===== src/rtl/lsu_pkg.sv =====
// Shared definitions for the load/store unit: FSM state encoding and RV32I
// memory-access funct3 codes.
package lsu_pkg;

  typedef logic [2:0] lsu_state_t;

  localparam lsu_state_t ST_IDLE  = 3'd0;
  localparam lsu_state_t ST_LOAD  = 3'd1;
  localparam lsu_state_t ST_MERGE = 3'd2;
  localparam lsu_state_t ST_WRITE = 3'd3;
  localparam lsu_state_t ST_RESP  = 3'd4;

  localparam logic [2:0] F3_B  = 3'b000;
  localparam logic [2:0] F3_H  = 3'b001;
  localparam logic [2:0] F3_W  = 3'b010;
  localparam logic [2:0] F3_BU = 3'b100;
  localparam logic [2:0] F3_HU = 3'b101;

endpackage


===== src/rtl/lsu_align.sv =====
// Combinational lane logic: load extraction/extension, sub-word store merge,
// and access legality checks for a little-endian 32-bit word.
module lsu_align
  import lsu_pkg::*;
(
  input  logic [2:0]  funct3,
  input  logic [1:0]  addr_lo,
  input  logic [31:0] word,
  input  logic [31:0] wdata,
  output logic [31:0] load_ext,
  output logic [31:0] merged,
  output logic        misaligned,
  output logic        illegal
);

  logic [7:0]  lane_b;
  logic [15:0] lane_h;

  assign lane_b = word[{addr_lo, 3'b000} +: 8];
  assign lane_h = word[{addr_lo[1], 4'b0000} +: 16];

  // NOTE: every output of a combinational block gets a default before the
  // case so no path leaves it unassigned (which would infer a latch).
  always_comb begin
    load_ext = 32'h0;
    unique case (funct3)
      F3_B:    load_ext = {{24{lane_b[7]}}, lane_b};
      F3_H:    load_ext = {{16{lane_h[15]}}, lane_h};
      F3_W:    load_ext = word;
      F3_BU:   load_ext = {24'h0, lane_b};
      F3_HU:   load_ext = {16'h0, lane_h};
      default: load_ext = 32'h0;
    endcase
  end

  always_comb begin
    merged = word;
    unique case (funct3)
      F3_B:    merged[{addr_lo, 3'b000} +: 8] = wdata[7:0];
      F3_H:    merged[{addr_lo[1], 4'b0000} +: 16] = wdata[15:0];
      default: merged = wdata;
    endcase
  end

  // Halfwords need addr[0]=0 and words need addr[1:0]=0; bytes never misalign.
  assign misaligned = ((funct3[1:0] == 2'b01) && addr_lo[0]) ||
                      ((funct3[1:0] == 2'b10) && (addr_lo != 2'b00));

  assign illegal = !(funct3 inside {F3_B, F3_H, F3_W, F3_BU, F3_HU});

endmodule


===== src/rtl/lsu_dmem_ctrl.sv =====
// Load/store unit between the MEM stage and a word-only data memory:
// one request at a time, sub-word stores done as read-modify-write.
module lsu_dmem_ctrl
  import lsu_pkg::*;
(
  input  logic        clk,
  input  logic        rst_n,
  input  logic        req_valid,
  output logic        req_ready,
  input  logic        req_we,
  input  logic [2:0]  req_funct3,
  input  logic [31:0] req_addr,
  input  logic [31:0] req_wdata,
  output logic        resp_valid,
  input  logic        resp_ready,
  output logic [31:0] resp_rdata,
  output logic        resp_err,
  output logic        mem_MemRW,
  output logic [31:0] mem_addr,
  output logic [31:0] mem_wdata,
  input  logic [31:0] mem_rdata
);

  lsu_state_t  state_q, state_d;
  logic [2:0]  funct3_q, funct3_d;
  logic [31:0] addr_q, addr_d;
  logic [31:0] wdata_q, wdata_d;
  logic [31:0] merged_q, merged_d;
  logic [31:0] rdata_q, rdata_d;
  logic        err_q, err_d;

  logic        is_idle;
  logic [2:0]  al_funct3;
  logic [1:0]  al_addr_lo;
  logic [31:0] load_ext, merged;
  logic        misaligned, illegal, req_err;

  assign is_idle = (state_q == ST_IDLE);

  // In IDLE the checker looks at the live request; afterwards at the capture.
  assign al_funct3  = is_idle ? req_funct3     : funct3_q;
  assign al_addr_lo = is_idle ? req_addr[1:0]  : addr_q[1:0];

  lsu_align u_align (
    .funct3    (al_funct3),
    .addr_lo   (al_addr_lo),
    .word      (mem_rdata),
    .wdata     (wdata_q),
    .load_ext  (load_ext),
    .merged    (merged),
    .misaligned(misaligned),
    .illegal   (illegal)
  );

  // Stores only define SB/SH/SW; funct3[2] set is illegal for a store.
  assign req_err = misaligned || illegal || (req_we && req_funct3[2]);

  always_comb begin
    state_d  = state_q;
    funct3_d = funct3_q;
    addr_d   = addr_q;
    wdata_d  = wdata_q;
    merged_d = merged_q;
    rdata_d  = rdata_q;
    err_d    = err_q;
    unique case (state_q)
      ST_IDLE: begin
        if (req_valid) begin
          funct3_d = req_funct3;
          addr_d   = req_addr;
          wdata_d  = req_wdata;
          rdata_d  = 32'h0;
          err_d    = req_err;
          if (req_err) begin
            state_d = ST_RESP;
          end else if (!req_we) begin
            state_d = ST_LOAD;
          end else if (req_funct3 == F3_W) begin
            merged_d = req_wdata;
            state_d  = ST_WRITE;
          end else begin
            state_d = ST_MERGE;
          end
        end
      end
      ST_LOAD: begin
        rdata_d = load_ext;
        state_d = ST_RESP;
      end
      ST_MERGE: begin
        merged_d = merged;
        state_d  = ST_WRITE;
      end
      ST_WRITE: state_d = ST_RESP;
      ST_RESP:  if (resp_ready) state_d = ST_IDLE;
      default:  state_d = ST_IDLE;
    endcase
  end

  // NOTE: sequential state uses non-blocking assignments so every flop samples
  // its pre-edge value, independent of statement order.
  always_ff @(posedge clk or negedge rst_n) begin
    if (!rst_n) begin
      state_q  <= ST_IDLE;
      funct3_q <= 3'b000;
      addr_q   <= 32'h0;
      wdata_q  <= 32'h0;
      merged_q <= 32'h0;
      rdata_q  <= 32'h0;
      err_q    <= 1'b0;
    end else begin
      state_q  <= state_d;
      funct3_q <= funct3_d;
      addr_q   <= addr_d;
      wdata_q  <= wdata_d;
      merged_q <= merged_d;
      rdata_q  <= rdata_d;
      err_q    <= err_d;
    end
  end

  // Memory strobes are pure state decodes so reset removes them immediately.
  assign req_ready  = is_idle;
  assign resp_valid = (state_q == ST_RESP);
  assign resp_rdata = rdata_q;
  assign resp_err   = err_q;
  assign mem_MemRW  = (state_q == ST_WRITE);
  assign mem_addr   = (state_q inside {ST_LOAD, ST_MERGE, ST_WRITE}) ?
                      {addr_q[31:2], 2'b00} : 32'h0;
  assign mem_wdata  = mem_MemRW ? merged_q : 32'h0;

endmodule

===== config.mk =====
export PLATFORM = sky130hd
export DESIGN_NAME = lsu_dmem_ctrl
export DESIGN_NICKNAME = d
export VERILOG_FILES = /design/src/rtl/lsu_pkg.sv /design/src/rtl/lsu_align.sv /design/src/rtl/lsu_dmem_ctrl.sv
export SDC_FILE = /design/constraint.sdc
export NUM_CORES = 1
export LEC_CHECK = 0
export CORE_UTILIZATION = 40
export CTS_BUF_LIST = sky130_fd_sc_hd__clkbuf_2
export DETAILED_ROUTE_END_ITERATION = 7
export GPL_TIMING_DRIVEN = 1
export PLACE_DENSITY = 0.67
export SETUP_SLACK_MARGIN = 0.02
export SLEW_MARGIN = 20
export SYNTH_ARGS = -nofsm -noshare
export SYNTH_HDL_FRONTEND = slang
export SYNTH_HIERARCHICAL = 1
export SYNTH_SLANG_ARGS = --single-unit

===== constraint.sdc =====
create_clock -name clk -period 9 [get_ports clk]
set_input_delay 0.9 -clock clk [delete_from_list [all_inputs] [get_ports clk]]
set_output_delay 0.9 -clock clk [all_outputs]
set_load 0.05 [all_outputs]

==> metrics.txt, run 1 <==
number of cells produced by synthesis=764; first-pass GRT wire length=36,600 um; Clock Root Buffer=sky130_fd_sc_hd__clkbuf_2; Most Used Layer, Global Route=met2; pwr/cell area=375 mW/mm^2; number of antenna violations at the first check in global routing=1; vias in the first global route=6,361; Slew Limit Headroom=33.1%; Simple-Gate Fraction of Synth Area=13.5%; post-synthesis async set-or-reset flop share=100%; Routability Congestion=0.932; largest fanout of any net on the critical path=47; commonest non-fill, non-tap cell in the layout=sky130_fd_sc_hd__clkdlybuf4s50_1; Crit. End Element=flop; Top-Level Pins=204; Routed wire per std cell=19.3 um; effective utilization at floorplan=40.8%; number of clock sinks=135; setup repair after global routing missed its margin=false; Die Height=146 um; Max Buffers Root-to-Sink=2; horizontal die dimension=146 um; area of the die=0.0212 sq mm; register share of total power=28.3%; DRC Markers=0; growth of design area from synthesis to finish=26.9%; EDFF count, synth=0; Fmax achieved=246 MHz; wire length reported by the detailed router=23,300 um; remaining global-route overflow=0; most frequently used flop master after synthesis=sky130_fd_sc_hd__dfrtp_1; launching element type of the critical path=flop; Area contributors post-synth=sky130_fd_sc_hd__dfrtp_1, sky130_fd_sc_hd__mux2_2, sky130_fd_sc_hd__mux2_1; Yosys top cell area share=40.9%; level count of the clock H-tree=4; global routing met3 resource utilization=4.45%; max-cap viol count=0; later-pin clock latency in the skew report=0.77 ns; min Tclk post-route=4.06 ns; fraction of layout instances using a drive strength above 1=14.9%; Finish-stage setup viols=0; maximum number of pins on one net before global-route repair=75; Syn Area/Cell=10.8 sq um; number of optimization iterations in the first detailed-route pass=5; transition time at the pin with the least slew margin=1.00 ns; distinct cell type count of the synthesized netlist=55; xor and xnor fraction of the mapped netlist area=0%; fillers=1,874; synthesized-area fraction occupied by ao, oa, aoi and oai cells=16.8%; number of nets in the final layout=1,033; Hold Vio Cnt, Final=0; share of synthesized area occupied by flip-flops and latches=40.9%; number of port buffers=201; number of buffers created by CTS=17; CP arrival=4.71 ns; fraction of the mapped netlist area in adder cells=0.758%; TritonCTS clock tree=yes; most used cells in the layout excluding fill and tap cells=sky130_fd_sc_hd__clkdlybuf4s50_1, sky130_fd_sc_hd__dfrtp_1, sky130_fd_sc_hd__nand2_1; part of the power in the clock network=9.0%; Post-CTS Setup Bufs=0; post-cts repair resize count=0; Worst Reg-to-Reg Cells=12; maximum vdd ir drop=0.181 mV; class of the tightest hold or removal check=input port to asynchronous set/reset pin; met1 demand-to-capacity share in global routing=31.7%; area of the placeable core=0.0202 sq mm; final antenna-violating net count=0; Rows=52; leakage power=4.21 nW; total power=3.93 mW; count of state elements after synthesis=135; Period Utilization, post-route=45.1%; hold_buf cts=0; Data required, critical path=9.65 ns; Avg Vias per Cell=5.46; Critical Setup Path Class=flop to flop; netlist area before placement=0.00825 sq mm; number of vias in the routed layout=6,595; net switching power of the design=1.93 mW; max-slew violations=0; Detail Placement HPWL=16,600 um; largest family of logic cells by synthesized area=multiplexers; design internal power=2.00 mW; portion of netlist area occupied by mux cells=22.2%; status=completed; cell type with the highest aggregate area in the netlist=sky130_fd_sc_hd__dfrtp_1; global-route total usage across every layer=22.4%; Detailed Route Iter0 Violations=494; Synth warnings=6; Setup TNS=0 ns; Global Route met2 Usage=33.3%; clock-pin transition on the worst setup and hold timing paths=0.27 ns; share of power burned in combinational logic=62.7%; switching power as a share of total power=49.1%; clk_skew=0.0432 ns
registers in the layout, summed over array words and instances, names as in the netlist:
| register | flops |
|---|---|
| resp_rdata | 32 |
| state_q | 3 |
| wdata_q | 32 |
| resp_err | 1 |
| funct3_q | 3 |
| merged_q | 32 |
| addr_q | 32 |
path summary, 6_finish.rpt:
path | startpoint | endpoint | slack [ns]
min reg2reg | addr_q[22] | addr_q[22] | 0.51
max reg2reg | state_q[2] | merged_q[2] | 4.94
max in group asynchronous | rst_n | resp_rdata[0] | 7.54
min | rst_n | wdata_q[20] | 0.04
max | state_q[2] | merged_q[2] | 4.94
min in group clk | addr_q[22] | addr_q[22] | 0.51
kinds of logic (layout without fill, tap and decap cells):
group,count (synthesis),in the layout
AO/OA/AOI/OAI,178,178
multiplexers,164,164
flip-flops,135,135
other,1,3
AND/OR/NAND/NOR,204,204
buffers and inverters,77,249
adder cells (fa/ha/maj),5,5
cells in the mapped netlist, types with 20 or more instances:
| library cell | n |
|---|---|
| sky130_fd_sc_hd__a22o_1 | 25 |
| sky130_fd_sc_hd__mux2_2 | 72 |
| sky130_fd_sc_hd__mux2_1 | 68 |
| sky130_fd_sc_hd__a22oi_1 | 23 |
| sky130_fd_sc_hd__dfrtp_1 | 135 |
| sky130_fd_sc_hd__and2_1 | 64 |
| sky130_fd_sc_hd__a221o_1 | 26 |
| sky130_fd_sc_hd__mux2i_1 | 22 |
| sky130_fd_sc_hd__nand2_1 | 74 |
| sky130_fd_sc_hd__o21ai_0 | 31 |
| sky130_fd_sc_hd__clkbuf_1 | 27 |
| sky130_fd_sc_hd__nor2_1 | 20 |
routing by layer:
layer	routed length, um	vias up
li1	-	3107
met1	10900	3188
met2	10300	250
met3	1280	50
met4	800	0
met5	0	-
critical path, cell delays in order (launching register included):
cell,delay [ns]
sky130_fd_sc_hd__dfrtp_1,0.59
sky130_fd_sc_hd__nor3_4,0.47
sky130_fd_sc_hd__mux2_2,0.38
sky130_fd_sc_hd__buf_4,0.31
sky130_fd_sc_hd__inv_1,0.20
sky130_fd_sc_hd__ha_1,0.26
sky130_fd_sc_hd__nor2_1,0.06
sky130_fd_sc_hd__a22o_1,0.25
sky130_fd_sc_hd__nor2_1,0.10
sky130_fd_sc_hd__nand3_1,0.12
sky130_fd_sc_hd__a2111oi_4,0.34
sky130_fd_sc_hd__buf_4,0.44
sky130_fd_sc_hd__mux2_2,0.39
power by group through the flow:
stage | combinational [mW] | sequential (mW) | clock, mW
floorplan | 1.74 | 1.24 | 0
global placement | 2.43 | 1.12 | 0
detailed placement | 2.44 | 1.12 | 0
CTS | 2.45 | 1.11 | 0.368
global route | 2.64 | 1.15 | 0.389
finish | 2.46 | 1.11 | 0.354
stage by stage:
| stage | util, % | area (sq um) | worst slack (ns) | hold slack, ns | std cells |
|---|---|---|---|---|---|
| floorplan | - | 8260 | 5.01 | 0.449 | 765 |
| global placement | 50.6 | 10200 | 4.85 | 0.459 | 1175 |
| detailed placement | 50.6 | 10200 | 4.77 | 0.467 | 1175 |
| CTS | 51.7 | 10500 | 4.59 | 0.0370 | 1207 |
| global route | 51.7 | 10500 | 4.64 | 0.0607 | 1208 |
| finish | 51.7 | 10500 | 4.94 | 0.0419 | 1208 |
final cells by class:
cell class                 instances  area, sq um  share of cell area [%]
clock inverter                    15          135                    1.29
timing repair buffer             211         2090                    19.9
inverter                           6         22.5                   0.215
sequential                       135         3380                    32.3
antenna                            1         2.50                  0.0239
tap                              270          338                    3.23
clock buffer                      17         85.1                   0.813
multi-input combinational        553         4420                    42.2
No activity file was read; power rests on OpenSTA's default activity.
==> run 2: changes to the inputs <==
Settings changed: PLACE_DENSITY 0.67 to 0.7.
Clock period 9 ns to 3.25 ns, I/O delays scaled along.
==> run 2 against run 1 <==
Critical endpoint is now merged_q[0]. Largest power group unchanged. Clock-buffer cell count increased by 1. Worst setup slack got worse by 4.7 ns. Die area unchanged. Fmax increased by 36%. Highest routed layer unchanged. The run now ends with DRC left. Critical path depth unchanged. Critical path type unchanged. Register-to-register slack got worse by 4.7 ns. First-iteration DRC count increased by 7.5%.
==> metrics.txt, run 2 (same netlist as run 1, synthesis figures left out) <==
status=complete, but fails checks; failing checks=DRC; startpoint of the most critical register-to-register path=state_q[0]; Die Height=146 um; leakage power=4.59 nW; Period Utilization, post-route=92.2%; max-cap viol count=0; effective utilization at floorplan=40.8%; pwr/cell area=1060 mW/mm^2; fraction of layout instances using a drive strength above 1=19.6%; final antenna-violating net count=0; total power=11.3 mW; TritonCTS clock tree=yes; number of optimization iterations in the first detailed-route pass=8; Avg Vias per Cell=5.49; commonest non-fill, non-tap cell in the layout=sky130_fd_sc_hd__clkdlybuf4s50_1; Clock Root Buffer=sky130_fd_sc_hd__clkbuf_2; global-route total usage across every layer=23.0%; launching element type of the critical path=flop; Top-Level Pins=204; transition time at the pin with the least slew margin=1.04 ns; number of nets in the final layout=1,055; Final Instance Count excl. Fillers=1,230; most used cells in the layout excluding fill and tap cells=sky130_fd_sc_hd__clkdlybuf4s50_1, sky130_fd_sc_hd__dfrtp_1, sky130_fd_sc_hd__nand2_1; Crit. End Element=flop; setup repair after global routing missed its margin=false; Max Buffers Root-to-Sink=2; number of clock sinks=135; CP arrival=3.61 ns; Detail Placement HPWL=17,300 um; wire length reported by the detailed router=23,900 um; horizontal die dimension=146 um; Critical Setup Path Class=flop to flop; min Tclk post-route=3.00 ns; Data required, critical path=3.86 ns; growth of design area from synthesis to finish=29.6%; worst reg2reg endpoint=merged_q[0]; area of the die=0.0212 sq mm; maximum vdd ir drop=0.457 mV; number of port buffers=201; worst hold-check slack=0.127 ns; later-pin clock latency in the skew report=0.73 ns; maximum number of pins on one net before global-route repair=69; remaining global-route overflow=0; final design utilization=52.9%; Rows=52; vias in the first global route=6,767; class of the tightest hold or removal check=input port to asynchronous set/reset pin; area of the placeable core=0.0202 sq mm; Worst Reg-to-Reg Cells=12; Slew Limit Headroom=30.3%; level count of the clock H-tree=4; worst reg2reg setup slack=0.25 ns; largest fanout of any net on the critical path=14; Setup TNS=0 ns; Finish-stage setup viols=0; Routed wire per std cell=19.4 um; Fmax achieved=334 MHz; Hold Vio Cnt, Final=0; max-slew violations=0; Placed Cells incl. Taps=1,194; first-pass GRT wire length=37,900 um; Detailed Route Iter0 Violations=531; number of buffers created by CTS=17; number of vias in the routed layout=6,752; DRC Markers=2; Routability Congestion=0.890; clk_skew=0.0352 ns; clock-pin transition on the worst setup and hold timing paths=0.22 ns; number of antenna violations at the first check in global routing=1
==> run 2: cell type report <==
type | count | area [sq um]
diodes | 1 | 2.50
repair buffers | 233 | 2230
well taps | 270 | 338
clock buffers | 18 | 90.1
fillers | 1836 | 9540
inverters | 6 | 25.0
flip-flops and latches | 135 | 3380
clock inverters | 14 | 206
multi-input cells | 553 | 4430
==> run 2: repair_timing <==
| action | in CTS | in global routing |
|---|---|---|
| gates cloned | 0 | 1 |
| setup endpoints to repair | 28 | 29 |
| hold buffers | 1 | 0 |
| setup buffers | 0 | 1 |
| gates resized for setup | 28 | 3 |
| pin swaps | 0 | 2 |
| endpoints found under the hold margin | 67 | 0 |
==> run 2: power breakdown <==
part           internal (mW)  leakage (nW)  switching, mW
sequential              2.48          1.66          0.535
clock                  0.578         0.163          0.651
combinational           3.02          2.77           4.07
==> run 2: worst max path at each step <==
stage | startpoint | endpoint | slack (ns) | depth (start not counted)
after floorplan | state_q[1] | merged_q[10] | -0.38 | 15
after global placement | state_q[1] | merged_q[29] | 0.33 | 11
after detailed placement | state_q[1] | merged_q[24] | 0.28 | 11
after CTS | state_q[2] | mem_MemRW | 0.06 | 4
after global routing | state_q[2] | mem_wdata[4] | 0.02 | 5
final | state_q[0] | merged_q[0] | 0.25 | 12
==> run 2: per-layer routing <==
| layer | track usage [%] | routed length (um) | share of wire (%) |
|---|---|---|---|
| met1 | 31.1 | 10400 | 44 |
| met2 | 35.0 | 10600 | 44 |
| met3 | 7.46 | 2340 | 9.8 |
| met4 | 6.53 | 507 | 2.1 |
| met5 | 0 | 0 | 0 |
==> run 2: through the flow <==
stage	instance area, sq um	worst slack, ns
after global routing	10700	0.0235
after global placement	10400	0.326
after CTS	10700	0.0634
after detailed placement	10400	0.276
final	10700	0.254
after floorplan	8300	-0.377
==> run 2: worst max-delay path: stages (launching register included) <==
cell	delay (ns)
sky130_fd_sc_hd__dfrtp_1	0.45
sky130_fd_sc_hd__nor3_4	0.29
sky130_fd_sc_hd__mux2_2	0.40
sky130_fd_sc_hd__inv_2	0.10
sky130_fd_sc_hd__ha_4	0.16
sky130_fd_sc_hd__nor2_1	0.04
sky130_fd_sc_hd__a22o_1	0.19
sky130_fd_sc_hd__nor2_1	0.08
sky130_fd_sc_hd__nand3_1	0.11
sky130_fd_sc_hd__a2111oi_4	0.37
sky130_fd_sc_hd__buf_6	0.18
sky130_fd_sc_hd__clkbuf_16	0.18
sky130_fd_sc_hd__mux2_2	0.33
